==> config.mk <==
export PLATFORM = sky130hd
export DESIGN_NAME = fitness_sequencer
export DESIGN_NICKNAME = d
export VERILOG_FILES = /design/src/rtl/genetic_pkg.sv /design/src/rtl/chrom_shift_reg.sv /design/src/rtl/fitness_sequencer.sv
export SDC_FILE = /design/constraint.sdc
export NUM_CORES = 1
export LEC_CHECK = 0
export BUFFER_PORTS_ARGS = -buffer_cell sky130_fd_sc_hd__clkbuf_2
export CORE_ASPECT_RATIO = 0.6
export CORE_MARGIN = 2
export CORE_UTILIZATION = 45
export DETAILED_ROUTE_END_ITERATION = 12
export GPL_TIMING_DRIVEN = 0
export MAX_ROUTING_LAYER = met4
export PLACE_DENSITY = 0.7
export SETUP_SLACK_MARGIN = 0.5
export SLEW_MARGIN = 30
export SYNTH_ARGS = -nofsm -noshare
export SYNTH_HDL_FRONTEND = slang
export SYNTH_SLANG_ARGS = --single-unit
==> constraint.sdc <==
create_clock -name clk -period 3.6 [get_ports clk]
set_clock_uncertainty 0.05 [all_clocks]
set_input_delay 0.72 -clock clk [delete_from_list [all_inputs] [get_ports clk]]
set_output_delay 0.72 -clock clk [all_outputs]
set_load 0.02 [all_outputs]
==> src/rtl/genetic_pkg.sv <==
// Shared sizing constants and state type for the fitness sequencer.
package genetic_pkg;
  localparam int CHROM_W = 260;
  localparam int N_IN    = 4;
  localparam int N_VEC   = 1 << N_IN;
  localparam int FIT_W   = $clog2(N_VEC + 1);
  localparam int CNT_W   = $clog2(CHROM_W + 1);

  typedef enum logic [1:0] {S_IDLE, S_LOAD, S_EVAL, S_DONE} seq_state_e;
endpackage

==> src/rtl/chrom_shift_reg.sv <==
// Serial-in parallel-out chromosome register, MSB arrives first.
module chrom_shift_reg #(
  parameter int W = 260
) (
  input  logic         clk,
  input  logic         rst_n,
  input  logic         en_i,
  input  logic         bit_i,
  output logic [W-1:0] q_o
);
  logic [W-1:0] q_q;

  always_ff @(posedge clk or negedge rst_n) begin
    if (!rst_n)    q_q <= '0;
    else if (en_i) q_q <= {q_q[W-2:0], bit_i};
  end

  assign q_o = q_q;
endmodule

==> src/rtl/fitness_sequencer.sv <==
// Loads a chromosome serially, sweeps all phenotype input vectors and scores
// matches against the target truth table. FITNESS_ERROR_MAP_EN enables error_map.
module fitness_sequencer
  import genetic_pkg::*;
#(
  parameter int SETTLE = 1
) (
  input  logic               clk,
  input  logic               rst_n,
  input  logic               start,
  input  logic [N_VEC-1:0]   target,
  input  logic               ser_valid,
  input  logic               ser_bit,
  output logic               ser_ready,
  output logic [CHROM_W-1:0] chrom_o,
  output logic [N_IN-1:0]    inp_o,
  input  logic               pheno_out,
  output logic               busy,
  output logic               done,
  output logic [FIT_W-1:0]   fitness,
  output logic [N_VEC-1:0]   error_map
);
  localparam int SW = (SETTLE > 1) ? $clog2(SETTLE) : 1;

  seq_state_e       state_q, state_d;
  logic [N_VEC-1:0] tgt_q, tgt_d;
  logic [CNT_W-1:0] cnt_q, cnt_d;
  logic [N_IN-1:0]  vec_q, vec_d;
  logic [SW-1:0]    settle_q, settle_d;
  logic [FIT_W-1:0] acc_q, acc_d;
  logic [FIT_W-1:0] fit_q, fit_d;
  logic             shift_en;
  logic             hit;
`ifdef FITNESS_ERROR_MAP_EN
  logic [N_VEC-1:0] err_q, err_d;
  logic [N_VEC-1:0] emap_q, emap_d;
`endif

  chrom_shift_reg #(.W(CHROM_W)) u_chrom (
    .clk   (clk),
    .rst_n (rst_n),
    .en_i  (shift_en),
    .bit_i (ser_bit),
    .q_o   (chrom_o)
  );

  always_ff @(posedge clk or negedge rst_n) begin
    if (!rst_n) begin
      state_q  <= S_IDLE;
      tgt_q    <= '0;
      cnt_q    <= '0;
      vec_q    <= '0;
      settle_q <= '0;
      acc_q    <= '0;
      fit_q    <= '0;
`ifdef FITNESS_ERROR_MAP_EN
      err_q    <= '0;
      emap_q   <= '0;
`endif
    end else begin
      state_q  <= state_d;
      tgt_q    <= tgt_d;
      cnt_q    <= cnt_d;
      vec_q    <= vec_d;
      settle_q <= settle_d;
      acc_q    <= acc_d;
      fit_q    <= fit_d;
`ifdef FITNESS_ERROR_MAP_EN
      err_q    <= err_d;
      emap_q   <= emap_d;
`endif
    end
  end

  always_comb begin
    state_d  = state_q;
    tgt_d    = tgt_q;
    cnt_d    = cnt_q;
    vec_d    = vec_q;
    settle_d = settle_q;
    acc_d    = acc_q;
    fit_d    = fit_q;
    shift_en = 1'b0;
    hit      = (pheno_out == tgt_q[vec_q]);
`ifdef FITNESS_ERROR_MAP_EN
    err_d    = err_q;
    emap_d   = emap_q;
`endif
    case (state_q)
      S_IDLE: if (start) begin
        tgt_d    = target;
        cnt_d    = '0;
        acc_d    = '0;
        vec_d    = '0;
        settle_d = '0;
`ifdef FITNESS_ERROR_MAP_EN
        err_d    = '0;
`endif
        state_d  = S_LOAD;
      end
      S_LOAD: if (ser_valid) begin
        shift_en = 1'b1;
        cnt_d    = cnt_q + CNT_W'(1);
        if (cnt_q == CNT_W'(CHROM_W - 1)) begin
          vec_d    = '0;
          settle_d = '0;
          state_d  = S_EVAL;
        end
      end
      S_EVAL: begin
        if (settle_q == SW'(SETTLE - 1)) begin
          settle_d = '0;
          if (hit) acc_d = acc_q + FIT_W'(1);
`ifdef FITNESS_ERROR_MAP_EN
          else     err_d[vec_q] = 1'b1;
`endif
          // Results are committed on the last sample so they are valid during DONE.
          if (vec_q == N_IN'(N_VEC - 1)) begin
            fit_d   = acc_d;
`ifdef FITNESS_ERROR_MAP_EN
            emap_d  = err_d;
`endif
            state_d = S_DONE;
          end else begin
            vec_d = vec_q + N_IN'(1);
          end
        end else begin
          settle_d = settle_q + SW'(1);
        end
      end
      S_DONE:  state_d = S_IDLE;
      default: state_d = S_IDLE;
    endcase
  end

  assign ser_ready = (state_q == S_LOAD);
  assign busy      = (state_q != S_IDLE);
  assign done      = (state_q == S_DONE);
  assign inp_o     = vec_q;
  assign fitness   = fit_q;
`ifdef FITNESS_ERROR_MAP_EN
  assign error_map = emap_q;
`else
  assign error_map = '0;
`endif
endmodule
**Yosys cells after proc, flatten, opt, wreduce, memory -nomap -nowiden**

Index checks and enable logic that the tools add are counted.

- Register bits after elaboration: 302
- Bits of input ports: 22
- Logic and storage cells: 66

- Add/subtract/negate cells: 4
- Magnitude comparators: 1
- Eq/ne operators: 12
- Multiplexer cells: 28
- Bitwise operators: 1
- Reduce and logical (&&, ||, !) cells: 12

Operator list:

| cell | number |
|---|---|
| 4-bit two-way mux | 5 |
| 9-bit two-way mux | 2 |
| 9-bit case mux with 2 select lines | 1 |
| 5-bit two-way mux | 3 |
| 4-bit case mux with 3 select lines | 1 |
| 2-bit two-way mux | 5 |
| 2-bit != test (second input constant) | 5 |
| 5-bit case mux with 2 select lines | 1 |
| 9-bit by 1-bit adder with 9-bit output (second input constant) | 1 |
| 9-bit == test (second input constant) | 1 |
| 3-bit AND reduction | 3 |
| 2-bit case mux with 4 select lines | 1 |
| 1-bit two-way mux | 7 |
| 6-bit AND reduction | 1 |
| 2-bit nonzero test | 3 |
| 5-bit by 1-bit adder with 5-bit output (second input constant) | 1 |
| 4-bit by 5-bit < comparator with 1-bit output (second input constant) | 1 |
| 5-bit AND reduction | 1 |
| 4-bit by 1-bit adder with 4-bit output (second input constant) | 1 |
| 1-bit binary-select mux with 4-bit select | 1 |
| 2-bit == test (second input constant) | 2 |
| 4-bit == test (second input constant) | 1 |
| 4-bit AND reduction | 1 |
| 1-bit case mux with 3 select lines | 1 |
| 8 further kinds | 8 |

**Depth between registers and ports, before layout**

Gate-level depths: netlist of the first run.

- Word-level depth: 6
- Depth in mapped cells: 9
- Gate-level depth less buffers: 7

**Hierarchy**

From an unflattened synthesis of the first run, not the netlist that was laid out.

- Cell total of the unflattened synthesis: 783
- Area, all modules: 12834.8 um^2

By module, submodules not included:

| module | times used | cells an instance | area each (um^2) | sequential area each (um^2) |
|---|---|---|---|---|
| chrom_shift_reg | 1 | 549 | 10473.8 | 6506.2 |
| fitness_sequencer | 1 | 234 | 2361.0 | 1026.0 |

**Least setup slack after synthesis of the first run**

No wires, ideal clock.

- Path type: register -> register
- From: register vec_q[0] (netlist: inp_o[0])
- To: register acc_q[3]
- Library setup time: 0.126 ns
- Arrival: 2.442 ns
- Required time: 3.424 ns
- Setup slack: 0.982 ns
- Cell stages (with the launch flop): 8
- Buffers on the path: 2
- Path through: dfrtp_1 > buf_6 > mux4_2 > mux4_2 > xor2_1 > buf_2 > o211a_1 > a221o_1

- Word-level cells in the longest chain between the ends: 6

RTL lines:

| item | RTL line | source |
|---|---|---|
| start: declaration | fitness_sequencer.sv:28 | `logic [N_IN-1:0] vec_q, vec_d;` |
| start signal: assignment | fitness_sequencer.sv:64 | `vec_q <= vec_d;` |
| 1-bit binary-select mux with 4-bit select | fitness_sequencer.sv:84 | `hit = (pheno_out == tgt_q[vec_q]);` |
| 1-bit two-way mux (not written as such) | fitness_sequencer.sv:84 |  |
| 1-bit == test | fitness_sequencer.sv:84 |  |
| 5-bit two-way mux | fitness_sequencer.sv:113 | `if (hit) acc_d = acc_q + FIT_W'(1);` |
| 5-bit two-way mux | fitness_sequencer.sv:111 | `if (settle_q == SW'(SETTLE - 1)) begin` |
| 5-bit case mux with 2 select lines | fitness_sequencer.sv:89 | `case (state_q)` |
| end signal: assignment | fitness_sequencer.sv:54 | `acc_q <= '0;` |
| end signal: assignment | fitness_sequencer.sv:66 | `acc_q <= acc_d;` |
| end: declaration | fitness_sequencer.sv:30 | `logic [FIT_W-1:0] acc_q, acc_d;` |

Every way passes these cells. The select of a mux whose other input is x is not followed.
A chain may end at the register's enable or synchronous reset.

**Final worst setup path of the first run**

- From: register state_q[1]
- To: register u_chrom.q_q[166] (netlist: u_chrom.q_o[166])

- Word-level cells in the longest chain between the ends: 2

RTL lines:

| item | RTL line | source |
|---|---|---|
| start: declaration | fitness_sequencer.sv:25 | `seq_state_e state_q, state_d;` |
| start signal: assignment | fitness_sequencer.sv:61 | `state_q <= state_d;` |
| 2-bit by 1-bit == test with 1-bit output | fitness_sequencer.sv:89 |  |
| 1-bit two-way mux | fitness_sequencer.sv:89 |  |
| end signal: assignment | chrom_shift_reg.sv:15 | `else if (en_i) q_q <= {q_q[W-2:0], bit_i};` |
| end: declaration | chrom_shift_reg.sv:11 | `logic [W-1:0] q_q;` |

Every way passes these cells.

==> results of run 1 <==
-- registers in the layout, indices dropped and copies added (netlist names) --
signal	flops
acc_q	5
cnt_q	9
fitness	5
inp_o	4
state_q	2
tgt_q	16
u_chrom.q_o	260
-- per-stage QoR --
stage	cells	TNS (ns)	power [W]
2_1_floorplan	1340	0	0.00496
3_3_place_gp	1992	-1402.02	0.00549
3_5_place_dp	1996	0	0.00555
4_1_cts	2047	0	0.00859
5_1_grt	2047	0	0.00894
6_report	2047	0	0.00852
-- cells in the mapped netlist --
library cell  number
mux2_2             6
o21ai_1            6
inv_2              1
buf_1              7
conb_1             1
nand3_1            8
o211a_1            2
o211ai_1           1
nand2_1          797
mux2_1            13
a22o_1             1
xor2_1             5
a31oi_1            4
ha_1               8
dfrtp_1          301
nor3_1             4
inv_1              6
nand2b_1           3
a22oi_1            3
a21oi_1            6
nor2_1            21
nor2b_1            3
buf_6              1
a221o_1            2
o21ai_0            6
mux2i_1            2
or4_1              2
buf_2              1
nor3b_1            2
or3_1              5
a2bb2oi_1          2
clkbuf_1          59
xnor2_1            1
o2111a_1           1
o41ai_1            3
buf_4             16
and2_1             1
mux4_2             5
nand4_1            7
o32a_1             1
xnor2_2            1
-- cells by family (layout without fill, tap and decap cells) --
family	after synthesis	after routing
XOR/XNOR	7	7
buffers and inverters	91	438
other	1	16
AO/OA/AOI/OAI	38	38
multiplexers	26	26
flip-flops	301	301
AND/OR/NAND/NOR	853	853
adder cells (fa/ha/maj)	8	8
-- worst max-delay path by stage --
stage                     from          endpoint  slack (ns)  cells after the start
floorplan             inp_o[0]          acc_q[3]        0.98                      7
global placement         rst_n   u_chrom.q_o[16]       -4.69                      1
detailed placement  state_q[1]   u_chrom.q_o[72]        0.50                      9
CTS                 state_q[1]  u_chrom.q_o[166]        0.55                      9
global route        state_q[1]   u_chrom.q_o[81]        0.50                      9
finish              state_q[1]  u_chrom.q_o[166]        0.68                      9
-- power by group through the flow --
| stage | sequential, W | combinational, W | clock, W |
|---|---|---|---|
| finish | 0.00374 | 0.00174 | 0.00304 |
| global route | 0.00377 | 0.00192 | 0.00324 |
| CTS | 0.00374 | 0.00175 | 0.00310 |
| detailed placement | 0.00380 | 0.00175 | 0 |
| global placement | 0.00380 | 0.00169 | 0 |
| floorplan | 0.00384 | 0.00112 | 0 |
-- per-layer routing --
| layer | track usage, % | vias to the layer above | wire length [microns] |
|---|---|---|---|
| met4 | 4.66 | 0 | 499 |
| li1 | - | 4764 | - |
| met1 | 31.5 | 4764 | 14700 |
| met5 | - | - | 0 |
| met3 | 5.44 | 42 | 1830 |
| met2 | 30.2 | 242 | 13000 |
-- layout by cell type, fill, tap and decap left out, types with 8 or more instances in the layout --
master	Yosys	routed
nand2_1	797	797
dfrtp_1	301	301
clkbuf_2	0	293
clkbuf_1	59	61
clkbuf_16	0	28
nor2_1	21	21
buf_4	16	16
conb_1	1	16
mux2_1	13	13
clkbuf_8	0	13
nand3_1	8	8
ha_1	8	8
-- final cells by class --
type / count / area (sq um) / share of cell area, %
Buffer: 84 / 387 / 2.57
Clock buffer: 44 / 881 / 5.85
Clock inverter: 7 / 73.8 / 0.491
Inverter: 7 / 26.3 / 0.175
Multi-Input combinational cell: 948 / 4110 / 27.3
Sequential cell: 301 / 7530 / 50.1
Tap cell: 360 / 450 / 2.99
Timing Repair Buffer: 296 / 1580 / 10.5
-- what timing repair did --
action	in CTS	in global routing
setup endpoints to repair	1	90
gates resized for setup	1	2
pin swaps	0	0
==> flow_metrics.env, run 1 <==
export IMPL_status="completed"
export IMPL_final_max_slew_viol_count=0
export IMPL_p_per_area_nw_per_um2=566
export IMPL_synth_seq_area_share_pct=62.8
export IMPL_hpwlAfterDp_mm=21.7
export IMPL_wirelength_mm=30.0
export IMPL_drtIter0Drc=753
export IMPL_worstPathArrival_ns=3.34
export IMPL_min_period_ns=2.92
export IMPL_synth_area_per_cell_sq_um=9.06
export IMPL_vias=9812
export IMPL_criticalPathCategory="register to register"
export IMPL_synth_compound_area_share_pct=2.16
export IMPL_clock_sinks=301
export IMPL_viasPerCell=4.79
export IMPL_synthAdderAreaFrac_pct=0.834
export IMPL_final_util_pct=57.2
export IMPL_whs_ns=0.0482
export IMPL_firstDrtPassIters=5
export IMPL_grt_overflow=0
export IMPL_pre_cts_slack_ns=0.501
export IMPL_slew_headroom_pct=58.0
export IMPL_ys_warn_count=0
export IMPL_p_seq_share_pct=43.9
export IMPL_grt_max_degree=83
export IMPL_row_count=46
export IMPL_tightest_slew_ns=0.631
export IMPL_die_area_sq_um=28000
export IMPL_areaGrowthSynthToFinish_pct=25.4
export IMPL_synth_xor_area_share_pct=0.573
export IMPL_cts_hold_buf=0
export IMPL_clk_latency_ns=0.55
export IMPL_wire_per_inst_microns=14.6
export IMPL_endpoint_kind="register"
export IMPL_final_period_utilization_pct=81.0
export IMPL_synth_top_family_by_area="simple AND/OR/NAND/NOR gates"
export IMPL_design_area_sq_um=15000
export IMPL_rr_endpoint="u_chrom.q_o[166]"
export IMPL_gp_congestion=0.806
export IMPL_die_h_microns=130
export IMPL_netlist_area_sq_um=12000
export IMPL_p_int_w=0.00587
export IMPL_drtAntennaViolNets=0
export IMPL_clockPowerShare_pct=35.7
export IMPL_drc=0
export IMPL_synth_area_leader_cell="dfrtp_1"
export IMPL_cpPeakStageDelay_ns=0.47
export IMPL_antenna_cells=0
export IMPL_grt_pass1_wl_mm=47.4
export IMPL_cts_buffer_depth=3
export IMPL_leakage_nw=8.82
export IMPL_drv_cap=0
export IMPL_cts_tree="yes"
export IMPL_cts_made_buffers=28
export IMPL_setup_viol=0
export IMPL_fp_dieW_microns=215
export IMPL_num_io_pins=310
export IMPL_clock_root_buffer="clkbuf_16"
export IMPL_synthTopCellsByArea="dfrtp_1 (63%), nand2_1 (25%), clkbuf_1 (1.8%)"
export IMPL_start_util_pct=45.6
export IMPL_portBuffers=292
export IMPL_vdd_drop_max_uv=443
export IMPL_r2r_start="state_q[1]"
export IMPL_yosys_register_bits=301
export IMPL_cp_max_fo=10
export IMPL_first_global_vias=8998
export IMPL_r2r_cells=9
export IMPL_rrSetupSlack_ns=0.68
export IMPL_comb_power_share_pct=20.4
export IMPL_place_area_sq_um=14100
export IMPL_p_sw_share_pct=31.1
export IMPL_crit_chain="inv_1, ha_1, clkbuf_1, and2_1, clkbuf_1, clkbuf_2, buf_1, nand2_1, nand2_1"
export IMPL_yosysUniqueCellTypes=41
export IMPL_synth_cells=1325
export IMPL_cts_htree_levels=1
export IMPL_rsz0062_at_grt="no"
export IMPL_synth_simple_area_share_pct=27.3
export IMPL_synthMuxAreaShare_pct=2.89
export IMPL_slowest_stage="clkbuf_1"
export IMPL_critPathLaunchType="register"
export IMPL_max_freq_mhz=343
export IMPL_postCtsSetupRepairBufs=0
export IMPL_grt_use_total_pct=21.5
export IMPL_path_buf_inv=5
export IMPL_fillCellCount=2350
export IMPL_finalNetCount=1696
export IMPL_worstPathRequired_ns=4.02
export IMPL_cts_reportedPaths_clkPinSlew_ns=0.07
export IMPL_hold_violations=0
export IMPL_p_sw_w=0.00265
export IMPL_crit_family="buffers and inverters"
export IMPL_hold_class="input port to async pin"
export IMPL_core_area_sq_um=26300
export IMPL_layout_drive_gt1_share_pct=22.3
export IMPL_setup_slack_ns=0.682
export IMPL_netlist_area_leader_share_pct=62.8
export IMPL_grt_antenna_before_repair=0
Note: power is estimated with default switching activity, not from simulation.
==> inputs of run 2 (changes only) <==
- clock period: 3.6 -> 2.9 ns (I/O delays scaled with it)
==> flow_metrics.env, run 2 (synthesized netlist as in run 1, its figures left out) <==
export IMPL_crit_end="acc_q[0]"
export IMPL_final_util_pct=58.0
export IMPL_rrSetupSlack_ns=0.30
export IMPL_multi_input_area_sq_um=4160
export IMPL_viasPerCell=4.77
export IMPL_clock_sinks=301
export IMPL_vdd_drop_max_uv=451
export IMPL_clock_root_buffer="clkbuf_16"
export IMPL_die_area_sq_um=28000
export IMPL_worstPathArrival_ns=2.99
export IMPL_grt_overflow=0
export IMPL_clk_latency_ns=0.54
export IMPL_die_h_microns=130
export IMPL_critPathLaunchType="register"
export IMPL_hpwlAfterDp_mm=21.9
export IMPL_cpPeakStageDelay_ns=0.55
export IMPL_final_period_utilization_pct=89.7
export IMPL_r2r_cells=7
export IMPL_hold_violations=0
export IMPL_status="completed"
export IMPL_crit_family="multiplexers"
export IMPL_criticalPathCategory="register to register"
export IMPL_setup_viol=0
export IMPL_drv_cap=0
export IMPL_fp_dieW_microns=215
export IMPL_largest_reg_flops=260
export IMPL_slowest_stage="mux4_2"
export IMPL_hold_start="target[11]"
export IMPL_drtAntennaViolNets=0
export IMPL_final_max_slew_viol_count=0
export IMPL_wirelength_mm=30.5
export IMPL_setup_slack_ns=0.298
export IMPL_place_area_sq_um=14100
export IMPL_finalNetCount=1707
export IMPL_max_freq_mhz=384
export IMPL_register_area_sq_um=7530
export IMPL_wire_per_inst_microns=14.9
export IMPL_fillCellCount=2304
export IMPL_grt_use_total_pct=22.1
export IMPL_cts_tree="yes"
export IMPL_cts_reportedPaths_clkPinSlew_ns=0.07
export IMPL_path_buf_inv=2
export IMPL_design_area_sq_um=15200
export IMPL_num_io_pins=310
export IMPL_rr_endpoint="acc_q[0]"
export IMPL_crit_chain="buf_8, mux4_2, mux4_2, buf_12, xnor2_4, mux2_4, a22o_1"
export IMPL_grt_max_degree=81
export IMPL_r2r_start="inp_o[0]"
export IMPL_cp_num_cells=7
export IMPL_cts_htree_levels=1
export IMPL_first_global_vias=9150
export IMPL_firstDrtPassIters=5
export IMPL_gp_congestion=0.812
export IMPL_areaGrowthSynthToFinish_pct=27.0
export IMPL_total_power_w=0.0110
export IMPL_cts_buffer_depth=3
export IMPL_portBuffers=292
export IMPL_antenna_cells=0
export IMPL_tightest_slew_ns=0.569
export IMPL_worstPathRequired_ns=3.29
export IMPL_min_period_ns=2.60
export IMPL_slew_headroom_pct=62.1
export IMPL_grt_antenna_before_repair=0
export IMPL_vias=9798
export IMPL_layout_commonest_cell="nand2_1"
export IMPL_pre_cts_slack_ns=-0.242
export IMPL_rsz0062_at_grt="yes"
export IMPL_leakage_nw=9.00
export IMPL_hold_class="input port to register"
export IMPL_cp_max_fo=5
export IMPL_critPathLaunch="inp_o[0]"
export IMPL_layout_drive_gt1_share_pct=25.0
export IMPL_drc=0
export IMPL_start_util_pct=45.6
export IMPL_crit_path_frequent_cell="mux4_2"
export IMPL_grt_pass1_wl_mm=48.5
export IMPL_final_cell_mix="nand2_1 (796), clkbuf_2 (315), dfrtp_1 (300)"
export IMPL_p_per_area_nw_per_um2=721
export IMPL_row_count=46
export IMPL_core_area_sq_um=26300
export IMPL_drtIter0Drc=896
export IMPL_endpoint_kind="register"
export IMPL_cts_made_buffers=29
-- run 2: cell count changes in the layout (fill, tap and decap cells not counted), moves of 5 or more --
cell / delta
buf_4: +8
clkbuf_1: -27
clkbuf_2: +22
buf_2: +7
clkbuf_8: -5
buf_1: -7
-- run 2: final cells by class --
class,instances,share of cell area [%]
clock inverters,9,0.813
plain buffers,84,2.92
well taps,360,2.95
inverters,7,0.172
clock buffers,39,5.47
flip-flops and latches,301,49.4
multi-input cells,948,27.3
repair buffers,306,11.0
-- run 2: worst min-delay path by stage --
stage               slack, ns                to  depth (start not counted)
global placement         0.41  u_chrom.q_o[259]                          2
finish                   0.20         tgt_q[11]                          2
CTS                      0.17         tgt_q[11]                          2
global route             0.17         tgt_q[11]                          2
detailed placement       0.42  u_chrom.q_o[247]                          2
floorplan                0.23          acc_q[0]                          0
-- run 2: what timing repair did --
action / in CTS / in global routing
endpoints found under the hold margin: 31 / 0
setup endpoints to repair: 274 / 204
gates resized for setup: 33 / 29
pin swaps: 8 / 5
hold buffers: 1 / 0
setup buffers: 7 / 2
-- run 2: worst register-to-register path, delay by kind of cell (launching register included) --
kind            cells  cell delay [ns]
compound gates      1             0.17
xor+xnor            1             0.19
buf+inv             2             0.30
flops               1             0.38
mux                 3             1.41
-- run 2: metrics by stage --
| stage | TNS (ns) | std cells | hold slack, ns |
|---|---|---|---|
| after floorplan | 0 | 1340 | 0.234 |
| after global placement | -1600.70 | 1992 | 0.414 |
| final | 0 | 2054 | 0.199 |
| after global routing | 0 | 2054 | 0.170 |
| after detailed placement | -29.01 | 1996 | 0.424 |
| after CTS | 0 | 2052 | 0.170 |
-- run 2: where the power goes --
group	internal [W]	switching (W)	leakage, nW
clock network	0.00226	0.00159	0.477
registers	0.00445	0.000198	4.13
logic	0.000905	0.00158	4.39
total	0.00762	0.00337	9.00
-- run 2: per-layer routing --
layer | GRT usage [%] | wire length, microns
met5 | - | 0
met4 | 4.78 | 630
met3 | 5.65 | 1980
met2 | 32.5 | 13400
met1 | 31.0 | 14500
